### src/rtl/ldpc_dec_ctrl_mc.sv
// LDPC decoder main control FSM.
// Sequences the load / vnode / cnode phases of one codeword at a time and
// drives the address generator and the engine framing. Block size, data
// size, iteration limit, early-stop mode and tag are latched when a codeword
// is accepted, so mid-codeword input changes have no effect.
module ldpc_dec_ctrl_mc #(
    parameter int pADDR_W      = 8,
    parameter int pITER_W      = 8,
    parameter int pTAG_W       = 4,
    parameter int pSTOP_CNT    = 1,
    parameter int pUSE_MN_MODE = 0
) (
    input  logic               iclk,
    input  logic               ireset_n,
    input  logic               iclkena,
    input  logic [pITER_W-1:0] iNiter,
    input  logic               ifmode,
    input  logic [pADDR_W:0]   iblock_size,
    input  logic [pADDR_W:0]   idata_size,
    input  logic               ibuf_full,
    input  logic [pTAG_W-1:0]  ibuf_tag,
    output logic               obuf_rempty,
    input  logic               iobuf_empty,
    output logic               oload_mode,
    output logic               oc_nv_mode,
    output logic               oaddr_clear,
    output logic               oaddr_enable,
    input  logic               ivnode_busy,
    output logic               ovnode_sop,
    output logic               ovnode_val,
    output logic               ovnode_eop,
    input  logic               icnode_busy,
    input  logic               icnode_decfail,
    output logic               ocnode_sop,
    output logic               ocnode_val,
    output logic               ocnode_eop,
    output logic               olast_iter,
    output logic               odone,
    output logic [pITER_W-1:0] oiter_used,
    output logic               odecfail,
    output logic [pTAG_W-1:0]  otag
);

    localparam int PC_W = 4;  // pass counter covers pSTOP_CNT up to 15

    typedef enum logic [2:0] {
        S_RESET      = 3'd0,
        S_WAIT       = 3'd1,
        S_VSTEP      = 3'd2,
        S_WAIT_VDONE = 3'd3,
        S_HSTEP      = 3'd4,
        S_WAIT_HDONE = 3'd5,
        S_WAIT_O     = 3'd6,
        S_DONE       = 3'd7
    } state_t;

    state_t              state_q, state_d;

    // latched per-codeword configuration
    logic [pADDR_W:0]    blk_q, dat_q;
    logic [pTAG_W-1:0]   tag_q;
    logic                fmode_q;

    // iteration bookkeeping
    logic [pITER_W-1:0]  iter_cnt_q, iter_used_q;
    logic [PC_W-1:0]     pass_cnt_q;
    logic                decfail_q;
    logic [pADDR_W-1:0]  cnt_q;

    // registered outputs
    logic                load_mode_q;
    logic                buf_rempty_q, c_nv_mode_q, addr_clear_q, addr_enable_q;
    logic                vsop_q, vval_q, veop_q, csop_q, cval_q, ceop_q;
    logic                done_q, odecfail_q;
    logic [pITER_W-1:0]  oiter_used_q;
    logic [pTAG_W-1:0]   otag_q;

    // termination terms
    logic                iter_last, fast_stop, do_last, iter_last_dec;
    logic [pITER_W-1:0]  iter_dec;
    logic [pADDR_W:0]    n_sel, n_m1;
    logic                step_zero, step_done;

    assign iter_last     = (iter_cnt_q == '0);
    assign fast_stop     = fmode_q && (pass_cnt_q == PC_W'(pSTOP_CNT));
    assign do_last       = iter_last || fast_stop;
    // value iter_cnt takes once the current cnode phase is retired
    assign iter_dec      = (iter_cnt_q != '0) ? iter_cnt_q - pITER_W'(1) : '0;
    assign iter_last_dec = (iter_dec == '0);

    // final vnode phase may be shortened to the data part of the block
    assign n_sel     = (state_q == S_VSTEP && do_last && pUSE_MN_MODE == 0) ? dat_q : blk_q;
    assign n_m1      = n_sel - (pADDR_W+1)'(1);
    assign step_zero = (cnt_q == '0);
    assign step_done = ({1'b0, cnt_q} == n_m1);

    // next-state decode; unknown encodings fall back to RESET
    always_comb begin
        state_d = state_q;
        case (state_q)
            S_RESET:      state_d = S_WAIT;
            S_WAIT:       if (ibuf_full) state_d = S_VSTEP;
            S_VSTEP:      if (step_done) state_d = S_WAIT_VDONE;
            S_WAIT_VDONE: if (!ivnode_busy) state_d = do_last ? S_DONE : S_HSTEP;
            S_HSTEP:      if (step_done) state_d = S_WAIT_HDONE;
            S_WAIT_HDONE: if (!icnode_busy)
                              state_d = (iter_last_dec && !iobuf_empty) ? S_WAIT_O : S_VSTEP;
            S_WAIT_O:     if (iobuf_empty) state_d = S_VSTEP;
            S_DONE:       state_d = S_WAIT;
            default:      state_d = S_RESET;
        endcase
    end

    // FSM state, bookkeeping and all registered outputs; everything holds when iclkena is low
    always_ff @(posedge iclk or negedge ireset_n) begin
        if (!ireset_n) begin
            state_q       <= S_RESET;
            blk_q         <= '0;
            dat_q         <= '0;
            tag_q         <= '0;
            fmode_q       <= 1'b0;
            iter_cnt_q    <= '0;
            iter_used_q   <= '0;
            pass_cnt_q    <= '0;
            decfail_q     <= 1'b0;
            cnt_q         <= '0;
            load_mode_q   <= 1'b0;
            buf_rempty_q  <= 1'b0;
            c_nv_mode_q   <= 1'b0;
            addr_clear_q  <= 1'b1;
            addr_enable_q <= 1'b0;
            vsop_q        <= 1'b0;
            vval_q        <= 1'b0;
            veop_q        <= 1'b0;
            csop_q        <= 1'b0;
            cval_q        <= 1'b0;
            ceop_q        <= 1'b0;
            done_q        <= 1'b0;
            odecfail_q    <= 1'b0;
            oiter_used_q  <= '0;
            otag_q        <= '0;
        end else if (iclkena) begin
            state_q <= state_d;

            // step counter runs only inside a step phase and rewinds on its last cycle
            if (state_q == S_VSTEP || state_q == S_HSTEP)
                cnt_q <= step_done ? '0 : cnt_q + pADDR_W'(1);
            else
                cnt_q <= '0;

            case (state_q)
                S_WAIT: if (ibuf_full) begin
                    blk_q       <= iblock_size;
                    dat_q       <= idata_size;
                    tag_q       <= ibuf_tag;
                    fmode_q     <= ifmode;
                    iter_cnt_q  <= (iNiter == '0) ? pITER_W'(1) : iNiter;
                    iter_used_q <= '0;
                    pass_cnt_q  <= '0;
                    load_mode_q <= 1'b1;
                end
                S_WAIT_VDONE: if (!ivnode_busy) begin
                    iter_used_q <= iter_used_q + pITER_W'(1);
                    load_mode_q <= 1'b0;
                end
                S_WAIT_HDONE: if (!icnode_busy) begin
                    if (icnode_decfail)
                        pass_cnt_q <= '0;
                    else if (pass_cnt_q < PC_W'(pSTOP_CNT))
                        pass_cnt_q <= pass_cnt_q + PC_W'(1);
                    decfail_q  <= icnode_decfail;
                    iter_cnt_q <= iter_dec;
                end
                default: ;
            endcase

            // addr_gen / buffer controls follow the next state so they line up with it
            buf_rempty_q  <= (state_d == S_DONE);
            done_q        <= (state_d == S_DONE);
            c_nv_mode_q   <= (state_d == S_HSTEP) || (state_d == S_WAIT_HDONE);
            addr_clear_q  <= (state_d == S_WAIT) || (state_d == S_WAIT_VDONE) ||
                             (state_d == S_WAIT_HDONE);
            addr_enable_q <= (state_d == S_VSTEP) || (state_d == S_HSTEP);

            // result fields are captured on the only path into DONE
            if (state_q == S_WAIT_VDONE && state_d == S_DONE) begin
                oiter_used_q <= iter_used_q + pITER_W'(1);
                odecfail_q   <= decfail_q;
                otag_q       <= tag_q;
            end

            // engine framing trails the step cycle by one
            vval_q <= (state_q == S_VSTEP);
            vsop_q <= (state_q == S_VSTEP) && step_zero;
            veop_q <= (state_q == S_VSTEP) && step_done;
            cval_q <= (state_q == S_HSTEP);
            csop_q <= (state_q == S_HSTEP) && step_zero;
            ceop_q <= (state_q == S_HSTEP) && step_done;
        end
    end

    assign obuf_rempty  = buf_rempty_q;
    assign oload_mode   = load_mode_q;
    assign oc_nv_mode   = c_nv_mode_q;
    assign oaddr_clear  = addr_clear_q;
    assign oaddr_enable = addr_enable_q;
    assign ovnode_sop   = vsop_q;
    assign ovnode_val   = vval_q;
    assign ovnode_eop   = veop_q;
    assign ocnode_sop   = csop_q;
    assign ocnode_val   = cval_q;
    assign ocnode_eop   = ceop_q;
    assign olast_iter   = ((state_q == S_VSTEP) || (state_q == S_WAIT_VDONE)) && do_last;
    assign odone        = done_q;
    assign oiter_used   = oiter_used_q;
    assign odecfail     = odecfail_q;
    assign otag         = otag_q;

endmodule

### config.mk
export PLATFORM = sky130hd
export DESIGN_NAME = ldpc_dec_ctrl_mc
export DESIGN_NICKNAME = d
export VERILOG_FILES = /design/src/rtl/ldpc_dec_ctrl_mc.sv
export SDC_FILE = /design/constraint.sdc
export NUM_CORES = 1
export LEC_CHECK = 0
export BUFFER_PORTS_ARGS = -buffer_cell sky130_fd_sc_hd__buf_2
export CORE_UTILIZATION = 49
export DETAILED_ROUTE_END_ITERATION = 10
export PLACE_DENSITY_LB_ADDON = 0.2
export SYNTH_ARGS = -nofsm -noshare
export SYNTH_HDL_FRONTEND = slang
export SYNTH_SLANG_ARGS = --single-unit
### constraint.sdc
create_clock -name iclk -period 9.4 [get_ports iclk]
set_input_delay 2.35 -clock iclk [delete_from_list [all_inputs] [get_ports iclk]]
set_output_delay 2.35 -clock iclk [all_outputs]
set_load 0.05 [all_outputs]
# --- Word level (Yosys, flattened, before mapping) ---
# Index checks and enable logic that the tools add are counted.
word_totals:
  reg_bits: 79
  in_bits: 39
  output_inout_bits: 26
op_classes:
  addsub: 5
  magnitude_cmp: 1
  eq_ne: 19
  mux: 28
  bitwise_logic: 1
  n_reduce_logical: 32
ops:
  columns: ["op", "count"]
  rows:
  - ["two-way mux 8 bit", 8]
  - ["zero test 8 bit", 4]
  - ["one-hot mux 8 bit (2 select lines)", 2]
  - ["== test 3 bit (second input constant)", 7]
  - ["two-way mux 3 bit", 7]
  - ["one-hot mux 3 bit (7 select lines)", 1]
  - ["adder 8 x 1 -> 8 bit (second input constant)", 2]
  - ["two-way mux 4 bit", 4]
  - ["== test 3 x 2 -> 1 bit (second input constant)", 4]
  - ["== test 8 x 9 -> 1 bit", 1]
  - ["logical AND 1 bit", 9]
  - ["two-way mux 9 bit", 1]
  - ["subtractor 9 x 1 -> 9 bit (second input constant)", 1]
  - ["one-hot mux 4 bit (2 select lines)", 1]
  - ["AND reduction 4 bit", 2]
  - ["nonzero test 8 bit", 1]
  - ["subtractor 8 x 1 -> 8 bit (second input constant)", 1]
  - ["logical OR 1 bit", 7]
  - ["== test 3 x 1 -> 1 bit (second input constant)", 2]
  - ["!= test 2 bit (second input constant)", 3]
  - ["AND reduction 3 bit", 2]
  - ["AND reduction 5 bit", 1]
  - ["adder 4 x 1 -> 4 bit (second input constant)", 1]
  - ["== test 4 x 1 -> 1 bit (second input constant)", 1]
  - ["other kinds (11)", 13]

# --- Depth between registers and ports, before layout ---
# Gate-level depths: netlist of the first run.
depth:
  ltp_word: 12
  mapped_depth: 19
  ltp_nobuf: 16

# --- Worst setup path before layout of the first run ---
# OpenSTA, ideal clock, no wires.
synth_timing:
  path_kind: "reg2out"
  startpoint: "register iter_cnt_q[0]"
  endpoint: "output port olast_iter"
  arrival_ns: 1.969
  slack_ns: 5.081
  path_stages_with_launch: 7
  cell_sequence: "dfrtp_1 inv_1 ha_1 nor4b_2 a21oi_1 buf_2 nor2_1"
synth_between:
  elab_chain_len: 3
synth_rtl:
  columns: ["item", "line", "text"]
  rows:
  - ["start: declaration", "65", "logic [pITER_W-1:0] iter_cnt_q, iter_used_q;"]
  - ["start signal: assignment", "157", "iter_cnt_q <= (iNiter == '0) ? pITER_W'(1) : iNiter;"]
  - ["start signal: assignment", "172", "iter_cnt_q <= iter_dec;"]
  - ["zero test 8 bit", "84", "assign iter_last = (iter_cnt_q == '0);"]
  - ["logical OR 1 bit", "86", "assign do_last = iter_last || fast_stop;"]
  - ["logical AND 1 bit", "213", "assign olast_iter = ((state_q == S_VSTEP) || (state_q == S_WAIT_VDONE)) && do_last;"]
  - ["end: declaration", "37", "output logic olast_iter,"]
# No other way between the ends.

# --- Worst setup path after layout of the first run ---
# Ends and elaborated chain as after synthesis.

==> results of run 1 <==
-- layout make-up --
type                       count  area (um^2)
multi-input combinational    370         2560
inverter                      20         75.1
clock buffer                  10          128
clock inverter                 6         67.6
fill                         880         4070
sequential                    79         1980
tap                          129          161
timing repair buffer          65          330
-- logic make-up (layout without fill, tap and decap cells) --
logic type | count (synthesis) | in the layout | synth area share, %
flops | 79 | 79 | 41.3
mux | 45 | 45 | 10.6
compound gates | 132 | 132 | 18.5
xor+xnor | 17 | 17 | 3.11
simple gates | 167 | 167 | 19.0
buf+inv | 55 | 101 | 5.15
fa+ha+maj | 9 | 9 | 2.35
-- worst max-delay path by stage --
stage	end	startpoint
after floorplan	olast_iter	iter_cnt_q[0]
after global placement	iter_used_q[4]	iclkena
after detailed placement	iter_used_q[3]	iclkena
after CTS	olast_iter	iter_cnt_q[0]
after global routing	cnt_q[5]	iter_cnt_q[0]
final	olast_iter	iter_cnt_q[0]
-- state kept, by name, indices dropped and copies added (netlist names), 3 cells and up --
register,count
dat_q,9
otag,4
blk_q,9
oiter_used,8
cnt_q,8
iter_cnt_q,8
state_q,3
tag_q,4
pass_cnt_q,4
iter_used_q,8
-- where the power goes --
group | internal, mW | switching, mW | leakage [nW]
logic | 0.254 | 0.376 | 1.28
clock network | 0.124 | 0.133 | 0.0933
registers | 0.441 | 0.131 | 1.01
total | 0.819 | 0.640 | 2.38
-- synth_stat cells (5+ instances only) --
library cell | instances | area share, %
nand2_1 | 28 | 2.2
nand2b_1 | 10 | 1.3
dfrtp_1 | 78 | 41
ha_1 | 9 | 2.4
a211oi_1 | 6 | 0.94
nor2b_1 | 14 | 1.8
inv_1 | 19 | 1.5
mux2_2 | 33 | 7.8
mux2i_1 | 9 | 1.9
nand3_1 | 18 | 1.9
nand4_1 | 6 | 0.78
nor4_1 | 14 | 1.8
xor2_1 | 7 | 1.3
clkbuf_1 | 22 | 1.7
a21oi_1 | 23 | 2.4
buf_2 | 5 | 0.52
o21ai_0 | 41 | 4.3
nor2_1 | 34 | 2.7
nor3_1 | 13 | 1.4
xnor2_1 | 10 | 1.8
and3_1 | 6 | 0.78
a21o_1 | 8 | 1.3
o2bb2ai_1 | 7 | 1.3
or3_1 | 5 | 0.65
-- layer usage --
metal | GRT usage [%] | vias up | wire (um)
met4 | 9.59 | 0 | 244
met3 | 4.58 | 22 | 562
met2 | 36.2 | 130 | 5100
li1 | - | 1938 | -
met5 | 0 | - | 0
met1 | 32.9 | 1978 | 5330
-- cell usage in the layout, fill, tap and decap left out, drive strengths merged, types with 13 or more instances in the layout --
| cell | synthesis | final |
|---|---|---|
| o21ai | 46 | 46 |
| buf | 13 | 65 |
| dfrtp | 78 | 78 |
| nor2b | 14 | 14 |
| mux2 | 35 | 35 |
| nor3 | 13 | 13 |
| a21oi | 23 | 23 |
| nor2 | 35 | 35 |
| nor4 | 14 | 14 |
| nand2 | 29 | 29 |
| inv | 19 | 21 |
| nand3 | 18 | 18 |
-- worst max-delay path, delay by kind of cell (launching register included) --
family | cells | cell delay, ns
adder cells (fa/ha/maj) | 1 | 0.19
flip-flops | 1 | 0.41
buffers and inverters | 2 | 0.41
AO/OA/AOI/OAI | 1 | 0.39
AND/OR/NAND/NOR | 2 | 0.67
==> reports/results.txt, run 1 <==
# setup viols final = 0
Avg WL per Cell = 16.6 um
Max_cap viols = 0
Fin crit period = 4.78 ns
First-pass GRT wire length = 18800 um
Yosys warns = 0
CP Data Required Time = 7.05 ns
Status = completed
Finished Cell Area = 0.00530 mm^2
Tightest Pin Transition = 1.30 ns
Clock transition at the registers of the reported paths = 0.08 ns
Final HPWL DP = 7860 um
Sink Count = 79
# DRC = 0
Ports = 65
Pre-CTS setup slack = 4.67 ns
Share of cells above drive strength 1 = 22.5%
Worst Hold Path Cells = 1
Clock Tree Buf Depth = 2
Synth async-reset ratio = 100%
EDFF count, synth = 0
Placer Congestion = 0.855
Synth-to-layout area growth = 10.8%
Dpl cells = 663
Root Buffer = clkbuf_8
CTS tree = yes
Syn_area_per_cell = 9.50 um^2
Worst reg2reg setup slack = 4.76 ns
Die Span Y = 101 um
Critical R2R Capture = cnt_q[2]
# hold bufs at CTS = 0
Ant. Diodes = 0
Final Skew = 0.0142 ns
Latest clock arrival within the worst-skew pair = 0.36 ns
Hold WC Path Type = flip-flop to flip-flop
Fin cells = 679
Crit. End Element = primary output
Mapped Nets = 552
Worst Setup Start Kind = flip-flop
DRT antenna net count = 0
Hold Crit Start = ovnode_sop
Syn Inst Count = 504
Drt total wl = 11200 um
Critical path's slowest cell = nor4b_2
Max FO, Critical Path = 11
Cts bufs inserted = 9
Starting DRT DRC Count = 184
Tightest hold margin = 0.491 ns
Vias = 4068
Final period util = 50.9%
Worst Path Arrival = 2.43 ns
Cell Pwr Density = 275 mW/mm^2
Initial antenna violation count = 0
Achievable frequency = 0.209 GHz
Die X = 101 um
Core footprint = 0.00937 mm^2
Worst R2R Start = iter_cnt_q[0]
Post-CTS Setup Bufs = 0
Setup tns final = 0 ns
PortBufs = 64
Final nets = 593
Die footprint = 0.0102 mm^2
Final Util = 56.6%
Tot GR Track Use = 23.6%
H-tree levels = 3
Final worst setup slack = 4.62 ns
Post-synth design cell area = 0.00479 mm^2
Via/cell ratio = 5.99
Worst path cell trace = inv_1 > ha_1 > nor4b_2 > a21oi_1 > nor2_1 > buf_2
Kind of critical path = flip-flop to primary output
Vias in the first global route = 3900
Initial Utilization = 51.1%
Final total power = 1.46 mW
Pleak = 2.38 nW
RSZ-0062 raised after global routing = no
Rows = 35
Largest net degree at the start of global routing = 80
Max Slew Vio Count = 0
#FFs+latches synth = 79
Congestion Overflow GR = 0
Post-placement cell area = 0.00511 mm^2
Max-slew headroom at the worst pin = 12.7%
Reg2Reg Depth = 16
Hold Path End = ovnode_sop
Critical path's largest stage delay = 0.45 ns
Synth Flop Type = dfrtp_1
First-pass iteration count of the detailed router = 4
Sequential share of the synthesized area = 41.3%
Post-CTS Resized = 0
Final hold vios = 0
Synth unique cells = 73
Max IR drop VDD = 0.000150 V
(Power assumes the default switching activity.)
==> run 2, diff against run 1 <==
--- a/config.mk
+++ b/config.mk
@@ -5,6 +5,7 @@
 export SDC_FILE = /design/constraint.sdc
 export NUM_CORES = 1
 export LEC_CHECK = 0
+export ABC_AREA = 1
 export BUFFER_PORTS_ARGS = -buffer_cell sky130_fd_sc_hd__buf_2
 export CORE_UTILIZATION = 49
 export DETAILED_ROUTE_END_ITERATION = 10
==> constraint.sdc (replaced) <==
create_clock -name iclk -period 4.5 [get_ports iclk]
set_input_delay 1.125 -clock iclk [delete_from_list [all_inputs] [get_ports iclk]]
set_output_delay 1.125 -clock iclk [all_outputs]
set_load 0.05 [all_outputs]
==> run 2 against run 1 <==
Effect of this change:
- power increased by 110%
- utilization increased by 1.1 points
- cell count increased by 7.7%
- cell area decreased by 4.6%
- routed wire length decreased by 11%
- hold slack got worse by 0.013 ns
- die area decreased by 6.6%
- worst setup slack got worse by 3.4 ns
- highest routed layer unchanged
- synthesized cell count increased by 11%
- largest cell class unchanged
==> reports/results.txt, run 2 <==
Status = completed
Area contributors post-synth = dfrtp_1 (44%), nand2_1 (10%), inv_1 (6.1%), nand3_1 (5.5%), nor2_1 (3.4%)
Root Buffer = clkbuf_8
Hold WC Path Type = flip-flop to flip-flop
Vias in the first global route = 3757 (-3.7%)
RSZ-0062 raised after global routing = no
Die X = 97.5 um (-3.3%)
Max IR drop VDD = 0.000261 V (+74%)
Core footprint = 0.00876 mm^2 (-6.5%)
Starting DRT DRC Count = 205 (+11%)
Clock share of power = 19.1% (+1.5 points)
H-tree levels = 3 (unchanged)
Max_cap viols = 0 (unchanged)
Post-synth design cell area = 0.00447 mm^2 (-6.7%)
Congestion Overflow GR = 0 (unchanged)
Die Span Y = 97.5 um (-3.3%)
Yosys warns = 0 (unchanged)
Critical path's slowest cell = o21ai_4
Multi-input logic area = 0.00210 mm^2 (-18%)
CP Data Required Time = 4.74 ns (-2.31 ns)
Power Internal = 1.67 mW (+100%)
Share of cells above drive strength 1 = 19.7% (-2.8 points)
Largest net degree at the start of global routing = 80 (unchanged)
Sw Ratio = 44.9% (+1.1 points)
Most frequent cells in the layout = nand2_1 (124), dfrtp_1 (78), inv_1 (73), buf_2 (63), nand3_1 (49)
# DRC = 0 (unchanged)
Placer Congestion = 0.881 (+3.1%)
Dpl cells = 715 (+7.8%)
Final period util = 73.1%
Tightest Pin Transition = 0.953 ns (-0.350 ns)
Ports = 65 (unchanged)
Tightest hold margin = 0.478 ns (-0.0129 ns)
Regs by FF count = blk_q (9), dat_q (9)
Setup tns final = 0 ns (unchanged)
Clock transition at the registers of the reported paths = 0.08 ns (about the same)
Share of the synthesized area in the top cell type = 43.7% (+2.9 points)
Commonest non-fill, non-tap cell in the layout = nand2_1
Tot GR Track Use = 22.8% (-0.84 points)
DRT antenna net count = 0 (unchanged)
#FFs+latches synth = 79 (unchanged)
Syn_area_per_cell = 7.99 um^2 (-16%)
Synth async-reset ratio = 100% (unchanged)
Sequential share of the synthesized area = 44.3% (+3.0 points)
Worst reg2reg setup slack = 1.21 ns (-3.55 ns)
Most numerous cell in the Yosys netlist = nand2_1
Clock Tree Buf Depth = 2 (unchanged)
CP dominant cell by count = nand2_1
Max-slew headroom at the worst pin = 36.4% (+24 points)
Critical path's largest stage delay = 0.43 ns (-0.02 ns)
Cts bufs inserted = 9 (unchanged)
Post-CTS Resized = 0 (unchanged)
Cell Pwr Density = 600 mW/mm^2 (+120%)
Crit. End Element = flip-flop
CTS tree = yes
Comb pwr share = 44.7% (+1.6 points)
Pleak = 2.60 nW (+9.1%)
Kind of critical path = flip-flop to flip-flop
Final nets = 666 (+12%)
Drt total wl = 10000 um (-11%)
Synth Flop Type = dfrtp_1
PortBufs = 64 (unchanged)
Initial Utilization = 51.0% (-0.11 points)
Fin crit period = 3.29 ns
NetSw = 1.36 mW (+110%)
Commonest cells post-synth = nand2_1 (124), dfrtp_1 (78), inv_1 (73)
Die footprint = 0.00950 mm^2 (-6.6%)
Sequential power share = 36.2% (-3.0 points)
Worst Setup Start Kind = flip-flop
Latest clock arrival within the worst-skew pair = 0.35 ns (about the same)
Worst Path Arrival = 3.53 ns (+1.10 ns)
Avg WL per Cell = 13.7 um (-17%)
Post-CTS Setup Bufs = 0 (unchanged)
Max Slew Vio Count = 0 (unchanged)
Ant. Diodes = 0 (unchanged)
Worst path cell trace = inv_1 > ha_1 > nand2_1 > o21ai_4 > nand2_4 > nand2_1 > nand2_4 > ha_1 > xor2_1 > nand3_1 > nor2_1 > nand3_1 > nor2_2 > nand3_2 > nand2_2 > nand4_4 > nand2_1 > nand2_1
# setup viols final = 0 (unchanged)
Initial antenna violation count = 0 (unchanged)
Mapped Nets = 607 (+10%)
Fin cells = 731 (+7.7%)
Rows = 34 (-2.9%)
Achievable frequency = 0.304 GHz
Final HPWL DP = 7390 um (-6.0%)
First-pass GRT wire length = 17600 um (-6.6%)
Max FO, Critical Path = 15 (+4)
Synth unique cells = 39 (-47%)
Syn Inst Count = 559 (+11%)
Dominant cell type by area after synthesis = dfrtp_1
Filler cells = 830 (-5.7%)
Via/cell ratio = 5.34 (-11%)
Final hold vios = 0 (unchanged)
Final Skew = 0.00788 ns (-0.00635 ns)
# hold bufs at CTS = 0 (unchanged)
Synth-to-layout area growth = 13.2%
First-pass iteration count of the detailed router = 4 (unchanged)
Vias = 3903 (-4.1%)
EDFF count, synth = 0 (unchanged)
Area occupied by registers = 0.00198 mm^2 (unchanged)
Sink Count = 79 (unchanged)
run 2: cell types whose count changed in the layout (fill, tap and decap cells not counted), sizes merged, moves of 10 or more:
cell    change
o21ai      -21
nor2b      -14
mux2       -26
nand4      +12
nand3      +36
nor2       +14
nand2b     -10
nand2     +107
inv        +54
run 2: cell type report:
| class | count | share of cell area, % |
|---|---|---|
| Clock buffer | 11 | 2.60 |
| Clock inverter | 5 | 1.61 |
| Inverter | 74 | 5.49 |
| Multi-Input combinational cell | 386 | 41.5 |
| Sequential cell | 79 | 39.1 |
| Tap cell | 108 | 2.67 |
| Timing Repair Buffer | 68 | 6.98 |
run 2: kinds of logic (layout without fill, tap and decap cells):
family | count (synthesis) | in the layout | share of synthesized area, %
buffers and inverters | 94 | 158 | 8.71
adders and majority gates | 9 | 9 | 2.52
and+or+nand+nor | 281 | 281 | 30.0
xor gates and xnor gates | 13 | 13 | 2.55
muxes | 10 | 10 | 2.49
DFF | 79 | 79 | 44.3
AOI/OAI and AO/OA | 73 | 73 | 9.47
run 2: worst paths after layout:
kind                            depth (start not counted)          start       endpoint
worst min-delay path                                    2        otag[1]        otag[1]
worst max-delay path                                   18  iter_cnt_q[0]  oiter_used[1]
worst min register to register                          2        otag[1]        otag[1]
min in group asynchronous                               1       ireset_n       cnt_q[7]
worst max register to register                         18  iter_cnt_q[0]  oiter_used[1]
max in group asynchronous                               1       ireset_n       blk_q[3]
run 2: per-stage QoR:
step                      area, um^2  utilization, %  setup WS [ns]  power, mW
after detailed placement        4840            55.3           1.17       2.46
after floorplan                 4470               -           1.50       2.16
after global placement          4840            55.3           1.23       2.43
after CTS                       5060            57.7           1.17       3.04
final                           5060            57.7           1.21       3.04
after global routing            5060            57.7          0.821       3.29
run 2: power by group through the flow:
stage	Combinational [mW]	Sequential, mW	Clock (mW)
2_1_floorplan	0.862	1.30	0
3_3_place_gp	1.33	1.10	0
3_5_place_dp	1.36	1.11	0
4_1_cts	1.36	1.10	0.590
5_1_grt	1.54	1.13	0.625
6_report	1.36	1.10	0.580
run 2: metal layers:
metal / wire (um) / vias up / global-route usage (%)
met5: 0 / - / 0
met4: 84 / 0 / 5.66
met3: 442 / 7 / 4.24
met2: 4730 / 84 / 36.6
met1: 4750 / 1864 / 31.8
li1: - / 1948 / -
run 2: worst max-delay path: cells and delay by family, from the launching register on:
family | cells | cell delay, ns
compound gates | 1 | 0.43
xor+xnor | 1 | 0.16
flops | 1 | 0.41
fa+ha+maj | 2 | 0.46
buf+inv | 1 | 0.10
simple gates | 13 | 1.61
==> run 3, diff against run 2 <==
--- a/config.mk
+++ b/config.mk
@@ -5,7 +5,7 @@
 export SDC_FILE = /design/constraint.sdc
 export NUM_CORES = 1
 export LEC_CHECK = 0
-export ABC_AREA = 1
+export ABC_AREA = 0
 export BUFFER_PORTS_ARGS = -buffer_cell sky130_fd_sc_hd__buf_2
 export CORE_UTILIZATION = 49
 export DETAILED_ROUTE_END_ITERATION = 10
==> constraint.sdc (replaced) <==
create_clock -name iclk -period 3.16 [get_ports iclk]
set_input_delay 0.79 -clock iclk [delete_from_list [all_inputs] [get_ports iclk]]
set_output_delay 0.79 -clock iclk [all_outputs]
set_load 0.05 [all_outputs]
==> run 3 against run 2 <==
Effect of this change:
- the flow now finishes with violations (negative setup slack)
- power increased by 57%
- non-clock buffer count increased by 52
- sequential power increased by 49%
- combinational power increased by 77%
- cell area increased by 15%
- sequential cell count unchanged
- clock power increased by 25%
- first-iteration DRC count decreased by 1.5%
- die area increased by 7.0%
- worst setup slack got worse by 1.6 ns
- largest cell class unchanged
- largest power group unchanged
==> reports/results.txt, run 3 (same netlist as run 1, synthesis figures left out) <==
Critical R2R Capture = oaddr_enable
# DRC = 0 (unchanged)
Reg2Reg Depth = 17 (-1)
Achievable frequency = 0.283 GHz (-6.9%)
Starting DRT DRC Count = 202 (-1.5%)
Final Skew = 0.0174 ns (+0.00956 ns)
Final worst setup slack = -0.376 ns (-1.59 ns)
Fin cells = 734 (+0.41%)
First-pass GRT wire length = 20000 um (+14%)
Critical path's slowest cell = or4b_4
Latest clock arrival within the worst-skew pair = 0.37 ns (+0.02 ns)
Critical path's largest stage delay = 0.47 ns (+0.04 ns)
Fin crit period = 3.54 ns (+0.245 ns)
Worst path cell trace = inv_2 > ha_4 > or4b_4 > o21ai_4 > nand2_4 > mux2i_1 > ha_2 > xnor2_2 > nor4_1 > a31oi_1 > nand4_1 > a2111oi_2 > o2111a_2 > buf_6 > nand3_2 > o21a_1 > a22o_1
Violated checks = negative setup slack
Die X = 101 um (+3.5%)
Filler cells = 837 (+0.84%)
Die footprint = 0.0102 mm^2 (+7.0%)
Share of cells above drive strength 1 = 33.4% (+14 points)
Max_cap viols = 0 (unchanged)
PortBufs = 64 (unchanged)
# setup viols final = 13 (+13)
Congestion Overflow GR = 0 (unchanged)
Rows = 35 (+2.9%)
Drt total wl = 12300 um (+23%)
Commonest non-fill, non-tap cell in the layout = dfrtp_1
Post-placement cell area = 0.00551 mm^2 (+14%)
Cts bufs inserted = 9 (unchanged)
Clock Tree Buf Depth = 2 (unchanged)
Via/cell ratio = 5.83 (+9.2%)
Tot GR Track Use = 25.6% (+2.8 points)
CTS tree = yes
Most frequent cells in the layout = dfrtp_1 (78), buf_2 (63), buf_4 (55), o21ai_0 (40), nor2_1 (34)
Placer Congestion = 0.878 (-0.36%)
Hold WC Path Type = flip-flop to flip-flop
Crit. End Element = flip-flop
Max IR drop VDD = 0.000622 V (+140%)
Avg WL per Cell = 16.8 um (+22%)
RSZ-0062 raised after global routing = yes
Tightest Pin Transition = 0.985 ns (+0.0314 ns)
Largest net degree at the start of global routing = 80 (unchanged)
Synth-to-layout area growth = 21.9%
Final HPWL DP = 8920 um (+21%)
Worst Path Arrival = 3.78 ns (+0.25 ns)
Worst Hold Path Cells = 1 (-1)
Status = finished with violations
Max-slew headroom at the worst pin = 34.3% (-2.1 points)
Initial antenna violation count = 0 (unchanged)
Final hold vios = 0 (unchanged)
Worst reg2reg setup slack = -0.38 ns (-1.59 ns)
Final period util = 112% (+39 points)
CP top delay family = compound AO/OA/AOI/OAI gates
Max Slew Vio Count = 0 (unchanged)
Die Span Y = 101 um (+3.5%)
Multi-input logic area = 0.00268 mm^2 (+28%)
Root Buffer = clkbuf_8
Final total power = 4.77 mW (+57%)
Regs by FF count = blk_q (9), dat_q (9)
Final nets = 648 (-2.7%)
Core footprint = 0.00937 mm^2 (+6.9%)
Ports = 65 (unchanged)
Initial Utilization = 51.1% (+0.11 points)
Worst R2R Start = iter_cnt_q[0]
Clock transition at the registers of the reported paths = 0.10 ns (+0.02 ns)
Ant. Diodes = 0 (unchanged)
Dpl cells = 712 (-0.42%)
Finished Cell Area = 0.00584 mm^2 (+15%)
DRT antenna net count = 0 (unchanged)
Hold Crit Start = ocnode_eop
Max FO, Critical Path = 5 (-10)
Hold Path End = ocnode_eop
Area occupied by registers = 0.00198 mm^2 (unchanged)
Pleak = 2.66 nW (+2.4%)
Vias = 4279 (+9.6%)
Worst Setup Start Kind = flip-flop
H-tree levels = 3 (unchanged)
CP bufs+invs = 2 (+1)
Vias in the first global route = 4102 (+9.2%)
Kind of critical path = flip-flop to flip-flop
Cell Pwr Density = 818 mW/mm^2 (+36%)
CP Data Required Time = 3.41 ns (-1.33 ns)
Sink Count = 79 (unchanged)
First-pass iteration count of the detailed router = 5 (+1)
run 3: cell count changes in the layout (fill, tap and decap cells not counted), sizes merged, moves of 10 or more:
cell    change
nand2     -107
inv        -54
nand2b     +10
nor2b      +14
nand4      -12
o21ai      +21
mux2       +26
nor2       -14
nand3      -36
buf        +52
run 3: where the power goes:
group          total [mW]  switching [mW]  internal, mW
clock network       0.723           0.407         0.316
logic                2.41            1.34          1.07
registers            1.64           0.331          1.31
run 3: how the worst max path moves through the flow:
stage	to	slack, ns	from	depth (start not counted)
2_1_floorplan	cnt_q[5]	-0.47	iter_cnt_q[0]	19
3_3_place_gp	cnt_q[5]	-0.31	iter_cnt_q[1]	16
3_5_place_dp	cnt_q[2]	-0.48	iter_cnt_q[1]	15
4_1_cts	oaddr_enable	-0.33	iter_cnt_q[0]	17
5_1_grt	oaddr_enable	-0.52	iter_cnt_q[1]	17
6_report	oaddr_enable	-0.38	iter_cnt_q[0]	17
run 3: layout make-up:
type,instances,area share [%]
clock buffer,10,2.36
tap,129,2.77
clock inverter,6,0.879
inverter,20,1.29
multi-input combinational,370,45.9
timing repair buffer,120,12.9
sequential,79,33.9
run 3: what timing repair did:
action | CTS | global route
pin swaps | 4 | 6
setup buffers | 2 | 4
hold buffers | 0 | 0
setup endpoints to repair | 13 | 25
gates resized for setup | 5 | 16
run 3: layer usage:
layer / vias to the layer above / GRT usage [%] / share of wire [%]
met2: 120 / 42.4 / 48
met5: - / 0 / 0
met1: 2099 / 33.7 / 45
met3: 21 / 5.27 / 5.1
met4: 0 / 8.36 / 1.5
li1: 2039 / - / -
run 3: per-stage QoR:
| stage | setup slack, ns | TNS [ns] | utilization, % | hold WS (ns) |
|---|---|---|---|---|
| after floorplan | -0.472 | -4.46 | - | 0.469 |
| after CTS | -0.329 | -3.24 | 61.1 | 0.493 |
| after detailed placement | -0.482 | -5.18 | 58.8 | 0.468 |
| after global routing | -0.524 | -5.50 | 62.3 | 0.515 |
| after global placement | -0.308 | -2.99 | 58.8 | 0.468 |
| final | -0.376 | -3.50 | 62.3 | 0.486 |
